[config.mk]
export PLATFORM = sky130hd
export DESIGN_NAME = rgmii_mac_phy_if
export DESIGN_NICKNAME = d
export VERILOG_FILES = /design/src/rtl/rgmii_pkg.sv /design/src/rtl/rgmii_ddr_out.sv /design/src/rtl/rgmii_mac_phy_if.sv
export SDC_FILE = /design/constraint.sdc
export NUM_CORES = 1
export LEC_CHECK = 0
export BUFFER_PORTS_ARGS = -buffer_cell sky130_fd_sc_hd__buf_4
export CORE_MARGIN = 1
export CORE_UTILIZATION = 45
export DETAILED_ROUTE_END_ITERATION = 8
export GPL_ROUTABILITY_DRIVEN = 0
export PLACE_DENSITY = 0.73
export SLEW_MARGIN = 30
export SYNTH_ARGS = -nofsm -noshare
export SYNTH_HDL_FRONTEND = slang
export SYNTH_SLANG_ARGS = --single-unit
[constraint.sdc]
create_clock -name ETH_REFCLK -period 0.96 [get_ports ETH_REFCLK]
set_input_delay 0.048 -clock ETH_REFCLK [delete_from_list [all_inputs] [get_ports ETH_REFCLK]]
set_output_delay 0.048 -clock ETH_REFCLK [all_outputs]
set_load 0.05 [all_outputs]
[src/rtl/rgmii_pkg.sv]
// Shared types and constants for the RGMII MAC/PHY bridge.
package rgmii_pkg;
   typedef logic [3:0] nibble_t;
   typedef logic [7:0] byte_t;
   localparam int RGMII_CLK_PERIOD_NS = 8;
endpackage

[src/rtl/rgmii_ddr_out.sv]
// One-bit DDR output: d0 drives the high phase and d1 the low phase that follow each rising edge.
// Build with RGMII_LATTICE_DDR_EN to map onto the Lattice ODDRX1F primitive.
module rgmii_ddr_out (
   input  logic clk,
   input  logic rst,
   input  logic d0,
   input  logic d1,
   output logic q
);
`ifdef RGMII_LATTICE_DDR_EN
   ODDRX1F u_oddr (
      .SCLK (clk),
      .RST  (rst),
      .D0   (d0),
      .D1   (d1),
      .Q    (q)
   );
`else
   logic d0_q, d0_d;
   logic d1_q, d1_d;

   always_comb begin
      d0_d = d0;
      d1_d = d1;
   end

   // Both phases are captured on the rising edge, so the low-phase value
   // belongs to the same byte as the high-phase value before it.
   always_ff @(posedge clk or posedge rst) begin
      if (rst) begin
         d0_q <= 1'b0;
         d1_q <= 1'b0;
      end else begin
         d0_q <= d0_d;
         d1_q <= d1_d;
      end
   end

   assign q = clk ? d0_q : d1_q;
`endif
endmodule

[src/rtl/rgmii_mac_phy_if.sv]
// Byte-wide application <-> 4-bit DDR RGMII bridge on a single 125 MHz clock.
// Build with RGMII_LATTICE_DDR_EN for Lattice IDDRX1F/ODDRX1F primitives; default is behavioural DDR.
module rgmii_mac_phy_if
   import rgmii_pkg::*;
#(
   parameter nibble_t TX_IDLE_NIBBLE   = 4'h0,
   parameter int      RX_ER_AS_INVALID = 1
) (
   input  logic       ETH_REFCLK,
   input  logic       RESET,
   output logic [7:0] RX_DATA,
   output logic       RX_DV,
   input  logic [7:0] TX_DATA,
   input  logic       TX_DV,
   input  logic       RGMII_RX_CTL,
   input  logic [3:0] RGMII_RX_D,
   output logic       RGMII_TX_CLK,
   output logic       RGMII_TX_CTL,
   output logic [3:0] RGMII_TX_D,
   output logic       MDIO_CLK,
   inout  wire        MDIO_DATA
);
   // Handshake: RX_DV and TX_DV are valid-only strobes; each cycle they are
   // high carries exactly one byte and there is no back-pressure either way.
   localparam logic ER_DROP = (RX_ER_AS_INVALID != 0);

   logic    ctl_r_s, ctl_f_s;
   nibble_t lo_s, hi_s;

`ifdef RGMII_LATTICE_DDR_EN
   IDDRX1F u_iddr_ctl (
      .D    (RGMII_RX_CTL),
      .SCLK (ETH_REFCLK),
      .RST  (RESET),
      .Q0   (ctl_r_s),
      .Q1   (ctl_f_s)
   );
   for (genvar i = 0; i < 4; i++) begin : g_iddr
      IDDRX1F u_iddr (
         .D    (RGMII_RX_D[i]),
         .SCLK (ETH_REFCLK),
         .RST  (RESET),
         .Q0   (lo_s[i]),
         .Q1   (hi_s[i])
      );
   end
`else
   logic    ctl_r_q, ctl_r_d, ctl_f_q, ctl_f_d;
   nibble_t lo_q, lo_d, hi_q, hi_d;

   always_comb begin
      ctl_r_d = RGMII_RX_CTL;
      lo_d    = RGMII_RX_D;
      ctl_f_d = RGMII_RX_CTL;
      hi_d    = RGMII_RX_D;
   end

   always_ff @(posedge ETH_REFCLK or posedge RESET) begin
      if (RESET) begin
         ctl_r_q <= 1'b0;
         lo_q    <= '0;
      end else begin
         ctl_r_q <= ctl_r_d;
         lo_q    <= lo_d;
      end
   end

   always_ff @(negedge ETH_REFCLK or posedge RESET) begin
      if (RESET) begin
         ctl_f_q <= 1'b0;
         hi_q    <= '0;
      end else begin
         ctl_f_q <= ctl_f_d;
         hi_q    <= hi_d;
      end
   end

   assign ctl_r_s = ctl_r_q;
   assign ctl_f_s = ctl_f_q;
   assign lo_s    = lo_q;
   assign hi_s    = hi_q;
`endif

   byte_t rx_data_q, rx_data_d;
   logic  rx_dv_q, rx_dv_d;
   byte_t tx_byte_q, tx_byte_d;
   logic  tx_v_q, tx_v_d;

   // The falling CTL carries DV^ER, so a rising/falling mismatch flags an error.
   // Gating on ctl_r keeps undriven data during idle out of the valid path.
   always_comb begin
      rx_dv_d   = ctl_r_s & ~(ER_DROP & (ctl_r_s ^ ctl_f_s));
      rx_data_d = rx_dv_d ? {hi_s, lo_s} : rx_data_q;
      tx_v_d    = TX_DV;
      tx_byte_d = TX_DV ? TX_DATA : {TX_IDLE_NIBBLE, TX_IDLE_NIBBLE};
   end

   always_ff @(posedge ETH_REFCLK or posedge RESET) begin
      if (RESET) begin
         rx_data_q <= '0;
         rx_dv_q   <= 1'b0;
         tx_byte_q <= '0;
         tx_v_q    <= 1'b0;
      end else begin
         rx_data_q <= rx_data_d;
         rx_dv_q   <= rx_dv_d;
         tx_byte_q <= tx_byte_d;
         tx_v_q    <= tx_v_d;
      end
   end

   assign RX_DATA = rx_data_q;
   assign RX_DV   = rx_dv_q;

   // TX_CLK is produced by the same DDR cell type so it stays edge-aligned with data.
   rgmii_ddr_out u_ddr_clk (
      .clk (ETH_REFCLK),
      .rst (RESET),
      .d0  (1'b1),
      .d1  (1'b0),
      .q   (RGMII_TX_CLK)
   );

   rgmii_ddr_out u_ddr_ctl (
      .clk (ETH_REFCLK),
      .rst (RESET),
      .d0  (tx_v_q),
      .d1  (tx_v_q),
      .q   (RGMII_TX_CTL)
   );

   for (genvar i = 0; i < 4; i++) begin : g_tx_d
      rgmii_ddr_out u_ddr_d (
         .clk (ETH_REFCLK),
         .rst (RESET),
         .d0  (tx_byte_q[i]),
         .d1  (tx_byte_q[i+4]),
         .q   (RGMII_TX_D[i])
      );
   end

   assign MDIO_CLK  = 1'b0;
   assign MDIO_DATA = 1'bz;
endmodule

Word level (Yosys, flattened, before mapping). Index checks and enable logic that the tools add are counted.

Logic and storage cells: 27. Input port bits: 16. Output and inout port bits: 17. Register bits: 38.

Bitwise gates (word level): 3. Multiplexer cells: 6.

Operator list (count): $mux W8 (1); $mux W1 (5); $and A1 B1 Y1 (1); $not A1 Y1 (1); $xor A1 B1 Y1 (1).

Logic depth before layout (Yosys ltp).
Depth after elaboration: 3. Depth in mapped cells: 2. Mapped depth without buffers: 2.

Hierarchy. Synthesis repeated with hierarchy kept, for this count alone.

Cells, all modules: 75. Area, all modules: 1325.0 µm².

By module, submodules not included: rgmii_mac_phy_if (seq. area each 700.7 µm², area each 912.1 µm², times used 1, cells an instance 51); rgmii_ddr_out (seq. area each 50.0 µm², area each 68.8 µm², times used 6, cells an instance 4).

==> results.md <==
* Routed WL at 1.92 mm
* Clock Skew at 0.00976 ns
* Worst-Skew Late Latency at 0.43 ns
* Worst path cell trace: nand2_2 > mux2_4
* Number of antenna diodes at 0
* Setup Viol. Count Final at 25
* P per Cell Area at 2590 nW/um^2
* First-pass GRT wire length at 2.98 mm
* Status: complete, but fails checks
* Initial Util at 0.489
* YS warnings at 0
* Critical path data arrival time at 1.81 ns
* ANT nets after route at 0
* CP startpoint kind: flip-flop
* Remaining global-route overflow at 0
* Total Die Area at 2980 sq um
* Crit-path max cell delay at 0.47 ns
* Async set-or-reset flop fraction in the synthesized netlist at 1.00
* Total iterations of the first detailed-routing run at 2
* Worst Path Required at 1.29 ns
* Leakage at 0.969 nW
* Final count of hold timing violations at 0
* Reg-to-reg startpoint: ctl_f_q
* Synth area leader: dfrtp_1
* Fraction of layout cells with a size suffix above 1 at 0.511
* Element type at the critical path end: flip-flop
* Slowest cell on crit path: dfrtn_1
* Failing checks: negative setup slack
* RSZ-0062 raised after global routing: yes
* Antenna violations before repair at 0
* Post-synth cell types at 9
* Top-area cell type share of the netlist area at 0.664
* Ports at 33
* DR DRC count at 0
* Top_reg_cell synth: dfrtp_1
* Fin nets at 147
* Die H at 54.6 um
* Core area at 2540 sq um
* Vias in the first global route at 744
* VDD IR-drop max at 2.14 mV
* Fillers at 154
* Tightest Hold Check Type: in -> async
* Row count at 18
* Seq/Total Area, Yosys at 0.765
* Area contributors post-synth: dfrtp_1, dfrtn_1, mux2_4, and2_1, buf_4
* Clk slew on worst S/H paths at 0.11 ns
* CTS tree: done
* Post-detailed-route wirelength per cell at 11.8 um
* Max cap viols at 0
* Critical path peak fanout at 4
* CP startpoint: ctl_f_q
* Detailed Route Iter0 Violations at 7
* Worst hold slack at 0.113 ns
* Post-placement setup slack at -0.513 ns
* GRT Total Usage at 0.161
* Crit Path Category: reg -> reg
* Post-synth EDFFs at 0
* Final Max Slew Viols at 0
* Top-count cell post-synth: dfrtp_1
* Avg Cell Area, Syn at 17.8 sq um
* Die Wd at 54.6 um
* Total number of vias at 699
* Post-Syn Area at 1240 sq um
* Largest net degree at the start of global routing at 21
* Synth cell count leaders: dfrtp_1, and2_1, mux2_4
* Via/cell ratio at 4.29
* Yosys reg bits at 38
* Setup total negative slack at -6.54 ns
* Mapped Cells at 70
* Final worst slack at -0.515 ns
* Port Buffers at 30
* Area delta synth->final at 54.1%
* Layout Utilization at 0.753
[what timing repair did]
| item | 4_1_cts | 5_1_grt |
|---|---|---|
| gates resized for setup | 17 | 4 |
| gates cloned | 1 | 0 |
| hold endpoints to repair | 52 | 0 |
| buffers inserted | 5 | 2 |
| hold buffers | 15 | 0 |
| pin swaps | 1 | 0 |
| endpoints found under the setup margin | 25 | 25 |
[path summary, 6_finish.rpt]
path                                          end  slack [ns]  depth (start not counted)
max reg2reg                            RX_DATA[2]       -0.52                          2
min reg2reg                g_tx_d[2].u_ddr_d.d0_q        0.36                          0
min                                       lo_q[3]        0.11                          3
max in group asynchronous                 hi_q[0]        0.25                          3
min in group ETH_REFCLK                   lo_q[0]        0.27                          2
max                                    RX_DATA[2]       -0.52                          2
[kinds of logic after synthesis]
group | Yosys count | share of synthesized area
simple gates | 10 | 0.0543
flops | 38 | 0.765
buf+inv | 8 | 0.0423
other cells | 2 | 0.00604
mux | 12 | 0.133
[per-stage QoR]
| stage | power, W | instance area (sq um) | instances |
|---|---|---|---|
| 2_1_floorplan | 0.00273 | 1250 | 71 |
| 3_3_place_gp | 0.00292 | 1480 | 127 |
| 3_5_place_dp | 0.00293 | 1480 | 127 |
| 4_1_cts | 0.00495 | 1890 | 161 |
| 5_1_grt | 0.00522 | 1920 | 163 |
| 6_report | 0.00496 | 1920 | 163 |
[routing by layer]
metal	GRT usage	up-vias	routed length, um
met3	0.106	0	115
met1	0.155	332	737
met5	0	-	0
met4	0.150	0	0
met2	0.230	28	1060
li1	-	339	-
[power by group]
| group | leakage (nW) | total [W] | switching (W) | internal [W] |
|---|---|---|---|---|
| Combinational | 0.359 | 0.000648 | 0.000330 | 0.000318 |
| Clock | 0.145 | 0.00254 | 0.00107 | 0.00147 |
| Sequential | 0.464 | 0.00177 | 0.0000577 | 0.00171 |
[critical path: cells and delay by family, from the launching register on]
kind | cells | cell delay (ns)
AND/OR/NAND/NOR | 1 | 0.11
multiplexers | 1 | 0.31
flip-flops | 1 | 0.47
[state kept, by name (all words and copies together) (netlist names)]
signal,flops
RX_DATA,8
RX_DV,1
ctl_f_q,1
ctl_r_q,1
g_tx_d.u_ddr_d.d0_q,4
g_tx_d.u_ddr_d.d1_q,4
hi_q,4
lo_q,4
tx_byte_q,8
tx_v_q,1
u_ddr_clk.d0_q,1
u_ddr_ctl.d0_q,1
[cell usage in the layout (no fill, tap or decap)]
cell	synthesis	routed
nand2_4	1	1
clkinvlp_4	0	1
bufinv_16	0	2
buf_4	6	24
dfrtn_1	5	5
conb_1	2	3
clkbuf_8	0	1
clkbuf_4	0	9
buf_8	0	3
buf_6	0	12
inv_1	2	1
nand2_2	0	1
dfrtp_1	33	33
clkinv_2	0	1
and2_1	9	8
mux2_4	8	10
and2_4	0	1
dlygate4sd3_1	0	15
mux2_2	4	2
[final cells by class]
cell class              count  area [sq um]  area share
flip-flops and latches     38           951       0.496
multi-input cells          26           260       0.136
inverters                   2          11.3     0.00587
repair buffers             49           443       0.231
clock buffers              15           149      0.0777
well taps                  30          37.5      0.0196
clock inverters             3          65.1      0.0339
(Power assumes the default switching activity.)
